## config.mk

```make
export PLATFORM = sky130hd
export DESIGN_NAME = pc_sequencer_flat
export DESIGN_NICKNAME = d
export VERILOG_FILES = /design/src/rtl/pc_seq_pkg.sv /design/src/rtl/pc_sequencer_if.sv /design/src/rtl/pc_next_mux.sv /design/src/rtl/pc_sequencer.sv /design/src/flat_wrapper.sv
export SDC_FILE = /design/constraint.sdc
export NUM_CORES = 1
export LEC_CHECK = 0
export BUFFER_PORTS_ARGS = -buffer_cell sky130_fd_sc_hd__buf_2
export CAP_MARGIN = 20
export CELL_PAD_IN_SITES_DETAIL_PLACEMENT = 1
export CELL_PAD_IN_SITES_GLOBAL_PLACEMENT = 1
export CORE_MARGIN = 5
export CORE_UTILIZATION = 34
export DETAILED_ROUTE_END_ITERATION = 6
export PLACE_DENSITY_LB_ADDON = 0.1
export SLEW_MARGIN = 20
export SYNTH_ARGS = -nofsm -noshare
export SYNTH_HDL_FRONTEND = slang
export SYNTH_SLANG_ARGS = --single-unit
```

## constraint.sdc

```tcl
create_clock -name CLK -period 2.13 [get_ports CLK]
set_input_delay 0.213 -clock CLK [delete_from_list [all_inputs] [get_ports CLK]]
set_output_delay 0.213 -clock CLK [all_outputs]
set_load 0.05 [all_outputs]
```

## src/rtl/pc_seq_pkg.sv

```systemverilog
// Shared definitions for the program-counter sequencer: FSM state
// encodings, PC step, reset vector, stall-counter ceiling and the
// next-PC selection record passed from pc_next_mux to pc_sequencer.
package pc_seq_pkg;

  // FSM state encodings; 3 is never entered and recovers to BOOT
  localparam logic [1:0] ST_BOOT    = 2'd0;
  localparam logic [1:0] ST_RUN     = 2'd1;
  localparam logic [1:0] ST_STALL   = 2'd2;
  localparam logic [1:0] ST_ILLEGAL = 2'd3;

  localparam logic [31:0] PC_STEP       = 32'd4;
  localparam logic [31:0] RESET_VECTOR  = 32'h0000_0000;
  localparam logic [7:0]  STALL_CNT_MAX = 8'd255;

  // Result of the combinational next-PC decision
  typedef struct packed {
    logic        taken;       // a control transfer is requested
    logic        misaligned;  // requested transfer target is not word aligned
    logic [31:0] next_pc;     // PC to load if this edge commits
  } next_sel_t;

  // Instruction fetch is word based, so the low two target bits are dropped
  function automatic logic [31:0] word_align(input logic [31:0] addr);
    return {addr[31:2], 2'b00};
  endfunction

endpackage

```

## src/rtl/pc_sequencer_if.sv

```systemverilog
// Control/status bundle between the pipeline and the PC sequencer.
// Optional feature macro: PC_SEQ_BNE_EN adds the BRANCH_NE request line.
// The slave modport is the sequencer's view; master is the pipeline's.
interface pc_sequencer_if;

  logic        BUSYWAIT;
  logic        JUMP;
  logic        BRANCH_EQ;
  logic        ZERO;
`ifdef PC_SEQ_BNE_EN
  logic        BRANCH_NE;
`endif
  logic [31:0] TARGET;
  logic [31:0] PC;
  logic [31:0] PC_PLUS4;
  logic        REDIRECT;
  logic        MISALIGN;
  logic [7:0]  STALL_CNT;
  logic [1:0]  STATE;

`ifdef PC_SEQ_BNE_EN
  modport master (
    output BUSYWAIT, JUMP, BRANCH_EQ, ZERO, BRANCH_NE, TARGET,
    input  PC, PC_PLUS4, REDIRECT, MISALIGN, STALL_CNT, STATE
  );

  modport slave (
    input  BUSYWAIT, JUMP, BRANCH_EQ, ZERO, BRANCH_NE, TARGET,
    output PC, PC_PLUS4, REDIRECT, MISALIGN, STALL_CNT, STATE
  );
`else
  modport master (
    output BUSYWAIT, JUMP, BRANCH_EQ, ZERO, TARGET,
    input  PC, PC_PLUS4, REDIRECT, MISALIGN, STALL_CNT, STATE
  );

  modport slave (
    input  BUSYWAIT, JUMP, BRANCH_EQ, ZERO, TARGET,
    output PC, PC_PLUS4, REDIRECT, MISALIGN, STALL_CNT, STATE
  );
`endif

endinterface

```

## src/rtl/pc_next_mux.sv

```systemverilog
// Combinational next-PC selection: sequential PC+4 (wrapping modulo 2^32)
// or the word-aligned jump/branch target, plus the alignment check on the
// requested target. Optional feature macro: PC_SEQ_BNE_EN adds a
// branch-on-not-equal request that is taken when ZERO is low.
module pc_next_mux
  import pc_seq_pkg::*;
(
  input  logic [31:0] pc,
  input  logic        jump,
  input  logic        branch_eq,
  input  logic        zero,
`ifdef PC_SEQ_BNE_EN
  input  logic        branch_ne,
`endif
  input  logic [31:0] target,
  output logic [31:0] pc_plus4,
  output next_sel_t   sel
);

  logic cond_branch;

  // Conditional branch outcome from the ALU zero flag
  always_comb begin
    cond_branch = branch_eq & zero;
`ifdef PC_SEQ_BNE_EN
    cond_branch = cond_branch | (branch_ne & ~zero);
`endif
  end

  // Jump wins over any branch; both redirect to the same target address
  always_comb begin
    pc_plus4       = pc + PC_STEP;
    sel.taken      = 1'b0;
    sel.misaligned = 1'b0;
    sel.next_pc    = pc_plus4;
    if (jump) begin
      sel.taken   = 1'b1;
      sel.next_pc = word_align(target);
    end else if (cond_branch) begin
      sel.taken   = 1'b1;
      sel.next_pc = word_align(target);
    end
    sel.misaligned = sel.taken & (target[1:0] != 2'b00);
  end

endmodule

```

## src/rtl/pc_sequencer.sv

```systemverilog
// Program-counter sequencer with a BOOT/RUN/STALL FSM. The PC holds while
// the memory stalls, otherwise advances by 4 or loads a jump/branch target.
// Also produces a one-cycle redirect pulse, a sticky misaligned-target flag
// and a saturating stall-cycle counter.
// Optional feature macro: PC_SEQ_BNE_EN (adds BRANCH_NE to the bus).
module pc_sequencer
  import pc_seq_pkg::*;
(
  input  logic           CLK,
  input  logic           RESET,
  pc_sequencer_if.slave  bus
);

  logic [31:0] pc_reg,        pc_next;
  logic [1:0]  state_reg,     state_next;
  logic        redirect_reg,  redirect_next;
  logic        misalign_reg,  misalign_next;
  logic [7:0]  stall_cnt_reg, stall_cnt_next;

  logic [31:0] pc_plus4;
  next_sel_t   sel;

  pc_next_mux u_next_mux (
    .pc        (pc_reg),
    .jump      (bus.JUMP),
    .branch_eq (bus.BRANCH_EQ),
    .zero      (bus.ZERO),
`ifdef PC_SEQ_BNE_EN
    .branch_ne (bus.BRANCH_NE),
`endif
    .target    (bus.TARGET),
    .pc_plus4  (pc_plus4),
    .sel       (sel)
  );

  // FSM and datapath next-state: commit, hold on stall, or boot
  always_comb begin
    pc_next        = pc_reg;
    state_next     = state_reg;
    redirect_next  = 1'b0;
    misalign_next  = misalign_reg;
    stall_cnt_next = stall_cnt_reg;
    case (state_reg)
      ST_BOOT: begin
        // BUSYWAIT is ignored here; the first fetch address is always 0
        pc_next    = RESET_VECTOR;
        state_next = ST_RUN;
      end
      ST_RUN, ST_STALL: begin
        if (bus.BUSYWAIT) begin
          // Hold the PC; nothing commits so no redirect or misalign update
          state_next = ST_STALL;
          if (stall_cnt_reg != STALL_CNT_MAX) begin
            stall_cnt_next = stall_cnt_reg + 8'd1;
          end
        end else begin
          // Commit using the inputs present at this edge
          pc_next       = sel.next_pc;
          state_next    = ST_RUN;
          redirect_next = sel.taken;
          misalign_next = misalign_reg | sel.misaligned;
        end
      end
      default: begin
        // Unreachable encoding: restart cleanly from BOOT
        pc_next    = RESET_VECTOR;
        state_next = ST_BOOT;
      end
    endcase
  end

  // State registers; reset overrides every other input including stalls
  always_ff @(posedge CLK) begin
    if (RESET) begin
      pc_reg        <= RESET_VECTOR;
      state_reg     <= ST_BOOT;
      redirect_reg  <= 1'b0;
      misalign_reg  <= 1'b0;
      stall_cnt_reg <= 8'd0;
    end else begin
      pc_reg        <= pc_next;
      state_reg     <= state_next;
      redirect_reg  <= redirect_next;
      misalign_reg  <= misalign_next;
      stall_cnt_reg <= stall_cnt_next;
    end
  end

  assign bus.PC        = pc_reg;
  assign bus.PC_PLUS4  = pc_plus4;
  assign bus.REDIRECT  = redirect_reg;
  assign bus.MISALIGN  = misalign_reg;
  assign bus.STALL_CNT = stall_cnt_reg;
  assign bus.STATE     = state_reg;

endmodule

```

## src/flat_wrapper.sv

```systemverilog
// flat-port wrapper written by rule: the top's interface ports become plain ports
module pc_sequencer_flat import pc_seq_pkg::*;
  (CLK, RESET, bus_BUSYWAIT, bus_JUMP, bus_BRANCH_EQ, bus_ZERO, bus_TARGET, bus_PC, bus_PC_PLUS4, bus_REDIRECT, bus_MISALIGN, bus_STALL_CNT, bus_STATE);
  pc_sequencer_if bus_i ();
  input  logic CLK;
  input  logic RESET;
  input wire logic [$bits(bus_i.BUSYWAIT)-1:0] bus_BUSYWAIT;
  input wire logic [$bits(bus_i.JUMP)-1:0] bus_JUMP;
  input wire logic [$bits(bus_i.BRANCH_EQ)-1:0] bus_BRANCH_EQ;
  input wire logic [$bits(bus_i.ZERO)-1:0] bus_ZERO;
  input wire logic [$bits(bus_i.TARGET)-1:0] bus_TARGET;
  output wire logic [$bits(bus_i.PC)-1:0] bus_PC;
  output wire logic [$bits(bus_i.PC_PLUS4)-1:0] bus_PC_PLUS4;
  output wire logic [$bits(bus_i.REDIRECT)-1:0] bus_REDIRECT;
  output wire logic [$bits(bus_i.MISALIGN)-1:0] bus_MISALIGN;
  output wire logic [$bits(bus_i.STALL_CNT)-1:0] bus_STALL_CNT;
  output wire logic [$bits(bus_i.STATE)-1:0] bus_STATE;
  assign bus_i.BUSYWAIT = bus_BUSYWAIT;
  assign bus_i.JUMP = bus_JUMP;
  assign bus_i.BRANCH_EQ = bus_BRANCH_EQ;
  assign bus_i.ZERO = bus_ZERO;
  assign bus_i.TARGET = bus_TARGET;
  assign bus_PC = bus_i.PC;
  assign bus_PC_PLUS4 = bus_i.PC_PLUS4;
  assign bus_REDIRECT = bus_i.REDIRECT;
  assign bus_MISALIGN = bus_i.MISALIGN;
  assign bus_STALL_CNT = bus_i.STALL_CNT;
  assign bus_STATE = bus_i.STATE;
  pc_sequencer u_core (.CLK(CLK), .RESET(RESET), .bus(bus_i));
endmodule
```

== After elaboration in Yosys (flattened, before gate mapping) ==
Cells that the tools add are included.
Operators by class
  add/sub/neg operators: 2
  multipliers: 0
  div/mod/pow operators: 0
  magnitude comparators: 0
  equality and inequality tests: 3
  shift-type cells: 0
  muxes and demuxes: 6
  bitwise operators: 5
  reductions and logical operators: 7
Operators by type and width (count)
  $mux 32: 2
  $add 32x3->32 const B: 1
  $add 8x1->8 const B: 1
  $ne 8x8->1 const B: 1
  $pmux 2 s2: 1
  $reduce_or 2->1: 2
  $reduce_and 3->1: 1
  $reduce_or 3->1: 1
  $and 1x1->1: 2
  $eq 2x1->1 const B: 1
  $eq 2x2->1 const B: 1
  $logic_not 2->1: 1
  $mux 1: 2
  $mux 2: 1
  $not 1->1: 2
  $reduce_and 2->1: 1
  $reduce_bool 2->1: 1
  $or 1x1->1: 1
Storage, ports and cells
  register bits: 44
  latch bits: 0
  bits in writable memories: 0
  bits in read-only memories: 0
  logic and storage cells: 28
  memories: 0

== Depth between registers and ports, before layout ==
  depth after elaboration: 5
  depth in mapped cells: 10
  gate-level depth less buffers: 7

== Modules after synthesis ==
Synthesis repeated with hierarchy kept, for this count alone.
Second synthesis, totals
  cells, all modules: 349
  area, all modules: 2731.4 µm²
By module, submodules not included
  pc_sequencer: instances 1, cells each 164, area each 1656.6 µm²
  pc_next_mux: instances 1, cells each 185, area each 1074.8 µm²

== Least setup slack after synthesis ==
Ideal clock, no wire load.
  path kind: register -> output
  from: register u_core.pc_reg[2], in the netlist u_core.bus.PC[2]
  to: output port bus_PC_PLUS4[30]
  arrival: 2608 ps
  data required time: 1917 ps
  slack: -691 ps
  stages on the path, launching flop included: 7
  buffers on the path: 0
  cells stage by stage: dfxtp_1 > ha_1 > nand3_2 > nor2_1 > nand4_2 > nor2_1 > xor2_1
On the way
  longest elaborated chain between the ends: 1
Ends and longest elaborated chain
  start: declaration: RTL line pc_sequencer.sv:14  | logic [31:0] pc_reg, pc_next;
  start signal: assignment: RTL line pc_sequencer.sv:81  | pc_reg <= pc_next;
  $add 32x3->32: RTL line pc_next_mux.sv:32  | pc_plus4 = pc + PC_STEP;
  end: declaration: RTL line flat_wrapper.sv:13  | output wire logic [$bits(bus_i.PC_PLUS4)-1:0] bus_PC_PLUS4;
No other way between the ends.

== Worst setup path in the final report ==
  from: register u_core.state_reg[0], in the netlist u_core.bus.STATE[0]
  to: register u_core.pc_reg[23], in the netlist u_core.bus.PC[23]
On the way
  longest elaborated chain between the ends: 4
  elaborated cells between the ends (all ways): 5
  classes of those cells: eq/ne (2); bitwise (1); reduce/logical (2)
Ends and longest elaborated chain
  start: declaration: RTL line pc_sequencer.sv:15  | logic [1:0] state_reg, state_next;
  start signal: assignment: RTL line pc_sequencer.sv:82  | state_reg <= state_next;
  $eq 2x1->1 / $eq 2x2->1 (equally long branches): RTL line pc_sequencer.sv:43  | case (state_reg)
  $reduce_or 2->1 *: RTL line pc_sequencer.sv:43
  $not 1->1 (no source line) *
  $reduce_or 2->1 (no source line) *
Every way passes the cells marked *; elsewhere a longest branch is shown, timed or not.
A chain may end at the register's enable or synchronous reset.

==> run_results.csv <==
group,metric,value,unit
cells_and_area,layout_commonest_cell,"buf_2",
clock_tree,htreeDepth,2,
critical_path,r2r_start,"u_core.bus.STATE[0]$_SDFF_PP0_",
grt,overflow,0,
synth,synth_edf_count,0,
clock_tree,clock_sinks,42,
cells_and_area,layout_common_cells,"buf_2, buf_4, nand2_1",
timing,max_freq,448,MHz
timing,rsz0062_at_grt,"true",
timing,slew_headroom,62.6,%
floorplanning,die-area,9800,um^2
synth,netlist.top_cell.by_area,"dfxtp_1",
timing,setup_violations,4,
synth,syn_area,2690,um^2
power_and_ir_drop,peakVddDrop,0.000339,V
critical_path,path_max_fanout,11,
floorplanning,die_h,99.0,um
drt,wirelength,11000,um
power_and_ir_drop,total_power,2.29,mW
grt,grt_pass1_wl,16400,um
synth,ys_warn_count,0,
timing,fin_skew,6.71,ps
cells_and_area,layout.nets,532,
drt,drtIter0Drc,85,
timing,period_share,105,%
placed_design,port_buffers,109,
timing,hold_viol_final,0,
timing,fin_crit,2230,ps
critical_path,crit_chain,"inv_1, ha_1, buf_4, nand2_1, or2_4, inv_1, buf_4, o21ai_0, o311ai_0",
synth,synth-seq-cells,42,
synth,synthCells,334,
drt,wl_per_cell,18.5,um
synth,async_reset_ff_share,0,%
critical_path,cp-startpoint,"u_core.bus.STATE[0]$_SDFF_PP0_",
run_status,violations,"negative setup slack",
critical_path,start_kind,"register",
drt,vias_per_cell,5.31,
critical_path,crit_type,"reg -> reg",
power_and_ir_drop,powerDensity,508,nW/um^2
drt,routed-via-count,3147,
clock_tree,root_buffer,"clkbuf_8",
floorplanning,io_pins,114,
synth,synth_area_leaders,"dfxtp_1, xnor2_1, nand2_1, xor2_1, o21ai_0",
placed_design,dp_hpwl,7740,um
floorplanning,die_x,99.0,um
cells_and_area,layout-area-overhead-vs-synth,67.4,%
critical_path,critPathMaxStageDelay,360,ps
cells_and_area,fin_util,58.3,%
critical_path,critPathCaptureType,"register",
hold_path,hold_path.class,"in -> reg",
clock_tree,clkLatencyLatePin,320,ps
critical_path,worstPathArrival,2380,ps
synth,synth_ff_type,"dfxtp_1",
power_and_ir_drop,p_leak,2.20,nW
clock_tree,numCtsBuffers,5,
floorplanning,fp-row-count,32,
drt,firstDrtPassIters,4,
job,maxCapViolCount,0,
clock_tree,hold_buffers,0,
synth,synth_seq_area_share,31.2,%
critical_path,crit_end,"u_core.bus.PC[23]$_SDFFE_PP0N_",
critical_path,reg2regPathDepth,9,
cells_and_area,n_fill_cell,917,
timing,whs,106,ps
timing,fin_ws,-103,ps
drt,remaining_drc_errors,0,
drt,ant_nets,0,
floorplanning,start_util,34.8,%
synth,synth_cell_type_count,55,
critical_path,cpMaxStageDelayCell,"dfxtp_4",
timing,worst_pin_slew,561,ps
critical_path,worst_r2r_endpoint,"u_core.bus.PC[23]$_SDFFE_PP0N_",
run_status,status,"finished, violations left",
synth,syn_avg_cell_area,8.06,um^2
clock_tree,cts.reportedPaths.clkPinSlew,90,ps
grt,grt_usage,20.7,%
cells_and_area,diodes,0,
timing,drv_slew,0,
synth,yosysTopAreaCellShare,31.2,%
cells_and_area,drive_above_1_share,54.0,%
grt,grt_max_degree,22,
grt,antenna_found_initial,0,
clock_tree,cts_tree,"done",
critical_path,cp.required,2270,ps
grt,grt_pass1_vias,3202,
floorplanning,core,7730,um^2
clock_tree,clockBufferDepth,2,
placed_design,place_congestion,0.813,
critical_path,r2r_slack,-100,ps
-- metrics by stage --
stage | setup TNS, ps | cells | worst slack (ps) | cell area [um^2]
6_report | -120 | 593 | -103 | 4500
5_1_grt | -800 | 593 | -148 | 4500
4_1_cts | -115 | 583 | -48.6 | 4320
3_5_place_dp | -59.9 | 561 | -24.0 | 3930
3_3_place_gp | 0 | 561 | 78.0 | 3930
2_1_floorplan | -255 | 337 | -124 | 3070
-- worst min-delay path by stage --
stage | startpoint | to | slack, ps | cells past startpoint
after detailed placement | bus_TARGET[31] | u_core.bus.PC[31]$_SDFFE_PP0N_ | 430 | 2
after global routing | bus_TARGET[30] | u_core.bus.PC[30]$_SDFFE_PP0N_ | 110 | 2
after global placement | bus_TARGET[31] | u_core.bus.PC[31]$_SDFFE_PP0N_ | 420 | 2
after floorplan | bus_TARGET[28] | u_core.bus.PC[28]$_SDFFE_PP0N_ | 320 | 2
final | bus_TARGET[28] | u_core.bus.PC[28]$_SDFFE_PP0N_ | 110 | 3
after CTS | bus_TARGET[31] | u_core.bus.PC[31]$_SDFFE_PP0N_ | 110 | 2
-- area by class of cell --
cell class              count  area (um^2)  area share [%]
clock buffers               7         86.3            1.92
well taps                 102          128            2.83
multi-input cells         260         2150            47.7
inverters                   9         33.8           0.750
repair buffers            172         1200            26.6
flip-flops and latches     42          901            20.0
clock inverters             1         5.00           0.111
-- routing by layer --
metal	vias to the layer above	wire, um	GRT usage [%]
li1	1516	-	-
met1	1533	4510	25.3
met2	81	5730	37.1
met4	0	269	5.46
met3	17	481	3.75
met5	-	0	0
-- critical path: cells and delay by family (launching register included) --
family | cells | cell delay [ps]
buf+inv | 4 | 500
simple gates | 2 | 290
fa+ha+maj | 1 | 300
flops | 1 | 360
compound gates | 2 | 600
-- synth_stat cells, drive strengths merged (2+ instances only) --
cell,number
inv,9
nand3,19
o22ai,5
buf,19
nor3,9
nor3b,2
dfxtp,42
nand4,12
a31oi,5
a22oi,5
ha,4
o311ai,7
nor4,6
xnor2,19
xor2,15
o31a,2
o311a,2
and3,8
nand2b,2
and4,2
a211o,2
clkbuf,7
mux2i,4
nand2,37
a32oi,3
a21oi,16
nor2,26
or3,4
or4,3
a21o,2
a221o,3
o21ai,25
-- report_power, final --
group | total (mW) | switching (mW) | internal [mW]
Combinational | 0.806 | 0.538 | 0.269
Clock | 0.579 | 0.317 | 0.263
Sequential | 0.904 | 0.0698 | 0.834
-- sequential cells by signal (all words and copies together), names as in the netlist --
register              flops
u_core.bus.MISALIGN       1
u_core.bus.STATE          2
u_core.bus.STALL_CNT      8
u_core.bus.PC            30
u_core.bus.REDIRECT       1
-- logic make-up (layout without fill, tap and decap cells) --
kind of cell             Yosys count  after routing  share of synthesized area (%)
XOR/XNOR                          34             34                           11.1
multiplexers                       4              4                           1.49
AO/OA/AOI/OAI                     80             80                           19.2
buffers and inverters             35            189                           6.37
flip-flops                        42             42                           31.2
adder cells (fa/ha/maj)            4              4                           1.86
other                              1              4                          0.139
AND/OR/NAND/NOR                  134            134                           28.6
-- what timing repair did --
action,in CTS,in global routing
setup buffers,14,10
endpoints found under the hold margin,0,0
pin swaps,15,17
resized for setup,60,29
endpoints found under the setup margin,25,27
Power figures use the tool's default switching activity.
